### config.mk
export PLATFORM = sky130hd
export DESIGN_NAME = muldiv_seq_unit
export DESIGN_NICKNAME = d
export VERILOG_FILES = /design/src/rtl/muldiv_seq_unit.sv
export SDC_FILE = /design/constraint.sdc
export NUM_CORES = 2
export LEC_CHECK = 0
export CAP_MARGIN = 15
export CELL_PAD_IN_SITES_DETAIL_PLACEMENT = 0
export CELL_PAD_IN_SITES_GLOBAL_PLACEMENT = 1
export CORE_MARGIN = 2
export CORE_UTILIZATION = 50
export DETAILED_ROUTE_END_ITERATION = 16
export PLACE_DENSITY = 0.89
export RECOVER_POWER = 100
export SYNTH_ARGS = -nofsm -noshare
export SYNTH_HDL_FRONTEND = slang
export SYNTH_SLANG_ARGS = --single-unit
### constraint.sdc
create_clock -name clk -period 26.2 [get_ports clk]
set_clock_uncertainty 0.1 [all_clocks]
set_input_delay 3.93 -clock clk [delete_from_list [all_inputs] [get_ports clk]]
set_output_delay 3.93 -clock clk [all_outputs]
set_load 0.1 [all_outputs]
### src/rtl/muldiv_seq_unit.sv
// Iterative HI/LO multiply/divide unit: radix-2^MUL_STEP shift-add multiply,
// restoring divide, accumulate ops, with a start/busy/done handshake.
module muldiv_seq_unit #(
    parameter int WIDTH    = 32,
    parameter int MUL_STEP = 2
) (
    input  logic             clk,
    input  logic             reset,
    input  logic             start,
    input  logic [2:0]       funct,
    input  logic [WIDTH-1:0] a,
    input  logic [WIDTH-1:0] b,
    input  logic [WIDTH-1:0] hi_in,
    input  logic [WIDTH-1:0] lo_in,
    input  logic             flush,
    output logic             busy,
    output logic             done,
    output logic [WIDTH-1:0] hi_out,
    output logic [WIDTH-1:0] lo_out
);

    if ((WIDTH % MUL_STEP) != 0) begin : g_bad_step
        $error("muldiv_seq_unit: MUL_STEP must divide WIDTH");
    end

    localparam int CW = $clog2(WIDTH + 1);
    localparam logic [CW-1:0] MUL_LAST = CW'(WIDTH / MUL_STEP - 1);
    localparam logic [CW-1:0] DIV_LAST = CW'(WIDTH - 1);

    // Handshake: start is accepted only when state is IDLE, busy is low and
    // flush is low; busy stays high through the done cycle, so a start can
    // land in the cycle after done at the earliest.
    typedef enum logic [1:0] {IDLE, MUL, DIV, FIX} state_t;
    state_t state;

    logic [1:0]         op_q;      // funct[2:1]: 01 divide, 10 add-acc, 11 sub-acc
    logic               neg_p;     // product / quotient sign
    logic               neg_r;     // remainder sign (sign of a)
    logic               b_zero;
    logic [WIDTH-1:0]   a_q, hi_q, lo_q;
    logic [2*WIDTH-1:0] acc;       // product, or {remainder, dividend/quotient}
    logic [2*WIDTH-1:0] mcand;
    logic [WIDTH-1:0]   opb;       // multiplier (shifted out) or divisor
    logic [CW-1:0]      cnt;

    logic               sgn, a_neg, b_neg;
    logic [WIDTH-1:0]   a_mag, b_mag;

    always_comb begin
        sgn   = ~funct[0];
        a_neg = sgn & a[WIDTH-1];
        b_neg = sgn & b[WIDTH-1];
        a_mag = a_neg ? -a : a;
        b_mag = b_neg ? -b : b;
    end

    logic [2*WIDTH-1:0] mul_next;

    always_comb begin
        mul_next = acc;
        for (int j = 0; j < MUL_STEP; j++) begin
            if (opb[j]) mul_next = mul_next + (mcand << j);
        end
    end

    logic [WIDTH:0]     div_shift, div_trial;
    logic [2*WIDTH-1:0] div_next;

    always_comb begin
        div_shift = {acc[2*WIDTH-1:WIDTH], acc[WIDTH-1]};
        div_trial = div_shift - {1'b0, opb};
        div_next  = div_trial[WIDTH]
                  ? {div_shift[WIDTH-1:0], acc[WIDTH-2:0], 1'b0}
                  : {div_trial[WIDTH-1:0], acc[WIDTH-2:0], 1'b1};
    end

    logic [2*WIDTH-1:0] prod, mul_res, div_res, fix_res;
    logic [WIDTH-1:0]   quo_s, rem_s;

    always_comb begin
        prod    = neg_p ? -acc : acc;
        mul_res = op_q[1] ? (op_q[0] ? {hi_q, lo_q} - prod : {hi_q, lo_q} + prod)
                          : prod;
        quo_s   = neg_p ? -acc[WIDTH-1:0] : acc[WIDTH-1:0];
        rem_s   = neg_r ? -acc[2*WIDTH-1:WIDTH] : acc[2*WIDTH-1:WIDTH];
        // INT_MIN / -1 wraps to INT_MIN with zero remainder on its own.
        div_res = b_zero ? {a_q, {WIDTH{1'b1}}} : {rem_s, quo_s};
        fix_res = (op_q == 2'b01) ? div_res : mul_res;
    end

    always_ff @(posedge clk or posedge reset) begin
        if (reset) begin
            state  <= IDLE;
            busy   <= 1'b0;
            done   <= 1'b0;
            hi_out <= '0;
            lo_out <= '0;
            op_q   <= '0;
            neg_p  <= 1'b0;
            neg_r  <= 1'b0;
            b_zero <= 1'b0;
            a_q    <= '0;
            hi_q   <= '0;
            lo_q   <= '0;
            acc    <= '0;
            mcand  <= '0;
            opb    <= '0;
            cnt    <= '0;
        end else begin
            done <= 1'b0;
            if (flush) begin
                state <= IDLE;
                busy  <= 1'b0;
            end else begin
                case (state)
                    IDLE: begin
                        busy <= 1'b0;
                        if (start && !busy) begin
                            busy   <= 1'b1;
                            op_q   <= funct[2:1];
                            neg_p  <= a_neg ^ b_neg;
                            neg_r  <= a_neg;
                            b_zero <= (b == '0);
                            a_q    <= a;
                            hi_q   <= hi_in;
                            lo_q   <= lo_in;
                            mcand  <= {{WIDTH{1'b0}}, a_mag};
                            opb    <= b_mag;
                            if (funct[2:1] == 2'b01) begin
                                state <= DIV;
                                cnt   <= DIV_LAST;
                                acc   <= {{WIDTH{1'b0}}, a_mag};
                            end else begin
                                state <= MUL;
                                cnt   <= MUL_LAST;
                                acc   <= '0;
                            end
                        end
                    end
                    MUL: begin
                        acc   <= mul_next;
                        mcand <= mcand << MUL_STEP;
                        opb   <= opb >> MUL_STEP;
                        if (cnt == '0) state <= FIX;
                        else           cnt   <= cnt - CW'(1);
                    end
                    DIV: begin
                        acc <= div_next;
                        if (cnt == '0) state <= FIX;
                        else           cnt   <= cnt - CW'(1);
                    end
                    FIX: begin
                        hi_out <= fix_res[2*WIDTH-1:WIDTH];
                        lo_out <= fix_res[WIDTH-1:0];
                        done   <= 1'b1;
                        state  <= IDLE;
                    end
                    default: state <= IDLE;
                endcase
            end
        end
    end

endmodule

==> After elaboration in Yosys (flattened, before gate mapping) <==
Cells that the tools add are included.
{ "totals": {"reg_bits": 335, "in_bits": 135, "out_inout_bits": 66, "wordCells": 90} }
{ "classes": {"n_addsub": 11, "eq_ne": 9, "muxes": 33, "n_bitwise": 5, "reduce_logical": 16} }
{ "ops": {"columns": ["op", "count"], "rows": [
  ["two-way mux 64 bit", 10],
  ["adder 64 bit", 3],
  ["two-way mux 32 bit", 6],
  ["one-hot mux 64 bit (3 select lines)", 1],
  ["negation 32 bit", 4],
  ["one-hot mux 64 bit (2 select lines)", 1],
  ["negation 64 bit", 1],
  ["one-hot mux 32 bit (2 select lines)", 1],
  ["subtractor 64 bit", 1],
  ["subtractor 33 x 32 -> 33 bit", 1],
  ["zero test 32 bit", 1],
  ["two-way mux 6 bit", 2],
  ["one-hot mux 6 bit (2 select lines)", 1],
  ["AND reduction 3 bit", 3],
  ["two-way mux 2 bit", 4],
  ["== test 2 x 1 -> 1 bit (second input constant)", 3],
  ["zero test 6 bit", 1],
  ["one-hot mux 2 bit (3 select lines)", 1],
  ["nonzero test 2 bit", 3],
  ["subtractor 6 x 1 -> 6 bit (second input constant)", 1],
  ["two-way mux 1 bit", 5],
  ["two-way mux 5 bit", 1],
  ["== test 2 bit (second input constant)", 2],
  ["!= test 2 bit (second input constant)", 2],
  ["12 further kinds", 15]
]} }

==> Logic depth before layout (Yosys ltp) <==
{ "depth": {"ltp_word": 6, "mapped_depth": 28, "mapped_depth_nobuf": 27} }

==> Worst setup path before layout <==
No wires, ideal clock.
{ "synth_path": {"kind": "register -> register", "from": "register acc[0]", "to": "register hi_out[30]", "setup_time_ns": 0.126, "arrival_ns": 6.214, "required_time_ns": 25.974, "slack_ns": 19.760, "path_stages_with_launch": 26, "n_path_buf": 2, "period_less_slack_ns": 6.440, "cell_sequence": "dfrtp_1 -> inv_1 -> ha_1 -> or4b_1 -> buf_2 -> or4_4 -> o21ai_1 -> xor2_1 -> nand4_1 -> nor4b_2 -> and2b_1 -> nor2b_1 -> nor2_1 -> xor2_1 -> ha_1 -> clkbuf_1 -> and3_1 -> a31oi_1 -> nand2_1 -> a21oi_1 -> o31ai_1 -> a2111oi_0 -> o31ai_1 -> a311oi_1 -> mux2i_1 -> a221o_1"} }
{ "synth_via": {"elab_chain_len": 6, "word_cells_on_any_way": 7, "classes_between": "3 x add/sub; 4 x mux"} }
{ "synth_rtl": {"columns": ["element", "line", "rtl"], "rows": [
  ["start: declaration", "41", "logic [2*WIDTH-1:0] acc;"],
  ["start signal: assignment", "132", "acc <= {{WIDTH{1'b0}}, a_mag};"],
  ["start signal: assignment", "141", "acc <= mul_next;"],
  ["start signal: assignment", "148", "acc <= div_next;"],
  ["negation 64 bit", "81", "prod = neg_p ? -acc : acc;"],
  ["two-way mux 64 bit (*)", "81", null],
  ["adder 64 bit / subtractor 64 bit (equally long branches)", "82", "mul_res = op_q[1] ? (op_q[0] ? {hi_q, lo_q} - prod : {hi_q, lo_q} + prod)"],
  ["two-way mux 64 bit", "82", null],
  ["two-way mux 64 bit (*)", "82", null],
  ["two-way mux 64 bit (*)", "88", "fix_res = (op_q == 2'b01) ? div_res : mul_res;"],
  ["end signal: assignment", "153", "hi_out <= fix_res[2*WIDTH-1:WIDTH];"],
  ["end: declaration", "18", "output logic [WIDTH-1:0] hi_out,"]
]} }
Every way passes the cells marked *; elsewhere a longest branch is shown, timed or not.
A chain may end at the register's enable or synchronous reset.

==> results_dict.tcl <==
set metrics [dict create \
    synth_area_leader_cell "dfrtp_1" \
    cp.arrival_ns 12.45 \
    cts_buffers 43 \
    slew_violations 895 \
    netlist_top_cells_area "dfrtp_1, ha_1, nand2_1, a21oi_1, xnor2_1" \
    synth_compound_area_share_pct 27.8 \
    netlist_area_um2 33800 \
    hpwl_mm 91.1 \
    cts_sinks 335 \
    path_max_fanout 111 \
    drt-initial-drc-count 3437 \
    clk_path_buf_depth 3 \
    cts_tree "done" \
    slew_headroom_pct -252 \
    setup_ws_ns 13.23 \
    synthMuxAreaShare_pct 3.49 \
    reg2reg_to "acc[39]" \
    tns_ns 0 \
    yosysWarnings 0 \
    crit_slowest_cell "clkinvlp_2" \
    fmax_mhz 77.1 \
    fp.dieArea_um2 69700 \
    hold_path_class "flip-flop to flip-flop" \
    crit_end "opb[1]" \
    final_common_cell "nand2_1" \
    port_buffers 200 \
    clk_latency_ns 0.60 \
    antenna_found_initial 0 \
    critical_path.startpoint_type "primary input" \
    final_cell_mix "nand2_1, a21oi_1, o21ai_0" \
    crit_path_start "reset" \
    end_kind "asynchronous set/reset pin" \
    fp.dieH_um 264 \
    async_flop_share_pct 100 \
    cts-resized-gates 0 \
    insertedDiodeCount 0 \
    pin_count 201 \
    synth_edf_count 0 \
    crit_type "primary input to asynchronous set/reset pin" \
    post_drt_wl_per_cell_um 22.5 \
    track_usage_pct 33.5 \
    setup_viol 0 \
    ys.flop_type "dfrtp_1" \
    path_clk_slew_ns 0.06 \
    syn-num-nets 4810 \
    cts_setup_buffers 0 \
    cp_common_cell "clkbuf_1" \
    r2r_cells 17 \
    place_ws_ns 18.09 \
    reg2reg_slack_ns 16.04 \
    tightest_slew_ns 5.25 \
    syn_avg_cell_area_um2 7.63 \
    synth_top_area_share_pct 24.8 \
    grt_max_degree 112 \
    ys_seq_area_share_pct 24.8 \
    nNetsFinal 4810 \
    synth.distinct_cells 93 \
    core_um2 67000 \
    holdBufCountCts 0 \
    yosys.area_share.simple_pct 19.2 \
    yosys.area_share.adder_pct 9.16 \
    synth_top_family_by_area "compound AO/OA/AOI/OAI gates" \
    initial_core_util_pct 50.4 \
    failed_checks "max-capacitance violations, max-slew violations" \
    vias 33300 \
    status "finished with violations" \
    grt-ovfl-total 0 \
    final_antenna_net_count 0 \
    required_ns 25.68 \
    slowest_delay_ns 2.91 \
    route.detailed.drc 0 \
    finalHoldViolCount 0 \
    grt_pass1_wl_mm 185 \
    cts_root_buffer "clkbuf_16" \
    cts_max_level 2 \
    fp.dieW_um 264 \
    num_rows 95 \
    synth-xor-area-share_pct 10.9 \
    grt_pass1_vias 31300 \
    rsz0062_at_grt "no" \
    path_cells "dlygate4sd3_1 > clkinvlp_2 > clkbuf_1 > clkbuf_1" \
    syn_to_final_growth_pct 11.0 \
    drive_above_1_share_pct 4.61 \
    cap_violations 15 \
    finalCritPeriodShare_pct 49.5 \
    synthCells 4430 \
    worst_r2r_startpoint "opb[0]" \
    fin_crit_ns 12.97 \
    via_per_inst 6.25 \
    drt_wl_total_mm 120 \
    dr.pass1.iters 7 \
    synth_seq_cells 335 \
    place.gp.congestion 0.988 \
]
-- cell type report --
cell class | instances | area [um2]
clock inverter | 22 | 244
fill | 6416 | 29500
timing repair buffer | 239 | 2240
multi-input combinational | 3684 | 23900
clock buffer | 57 | 1210
tap | 873 | 1090
inverter | 127 | 478
sequential | 335 | 8390
-- sequential cells by signal, indices dropped and copies added, names as in the netlist, 2 cells and up --
name and flops:
acc 64, mcand 64, a_q 32, hi_out 32, hi_q 32, lo_out 32, lo_q 32, opb 32
cnt 6, op_q 2, state 2
-- cells in the mapped netlist (15+ instances only) --
cell      count
mux2_2       63
nand3_1      51
a22oi_1      15
nand2_1     671
nand4_1      58
a21o_1      179
nand2b_1     48
o21ai_0     355
o21bai_1     46
o22ai_1      18
a21oi_1     421
o211ai_1     59
nor4_1       20
a211oi_1     31
clkbuf_1    245
a221oi_1     37
nor2_1      330
dfrtp_1     335
nor3_1       54
or3_1        36
o31ai_1      50
inv_1       124
a31oi_1      50
xnor2_1     233
nor2b_1      34
xor2_1      185
and2_1       21
a22o_1       34
ha_1        241
buf_1        28
and3_1       35
o21a_1       19
o41ai_1      29
o22a_1       20
mux2i_1      47
-- kinds of logic (layout without fill, tap and decap cells) --
group / after synthesis / in the layout
XOR/XNOR: 420 / 420
buffers and inverters: 411 / 445
AO/OA/AOI/OAI: 1477 / 1477
multiplexers: 110 / 110
AND/OR/NAND/NOR: 1432 / 1432
flip-flops: 335 / 335
adder cells (fa/ha/maj): 245 / 245
-- critical path: cells and delay by family --
family / cells / cell delay [ns]
buffers and inverters: 4 / 8.28
-- metrics by stage --
step | hold slack [ns] | instance area [um2] | instances | utilization, %
floorplan | 0.345 | 33800 | 4430 | -
global placement | 0.360 | 36200 | 5258 | 54.0
detailed placement | 0.364 | 36200 | 5258 | 54.0
CTS | 0.379 | 37600 | 5337 | 56.1
global route | 0.391 | 37500 | 5337 | 56.0
finish | 0.372 | 37500 | 5337 | 56.0
-- per-layer routing --
| layer | vias to the layer above | part of all wire (%) | track usage, % |
|---|---|---|---|
| met5 | - | 0 | 0 |
| met4 | 0 | 4.5 | 14.6 |
| met3 | 230 | 8.6 | 5.79 |
| met2 | 1358 | 42 | 49.5 |
| met1 | 15800 | 45 | 48.0 |
| li1 | 15900 | - | - |
-- worst min path at each step --
stage | slack [ns] | endpoint | cells past startpoint | start
finish | 0.37 | lo_out[11] | 1 | lo_out[11]
floorplan | 0.35 | a_q[29] | 2 | a_q[29]
global placement | 0.36 | lo_out[11] | 1 | lo_out[11]
CTS | 0.38 | lo_out[0] | 1 | lo_out[0]
detailed placement | 0.36 | a_q[25] | 2 | a_q[25]
global route | 0.39 | lo_out[11] | 1 | lo_out[11]
Power is not shown: default switching activity piles up to over one toggle a cycle in this logic, so the estimate is an artifact.
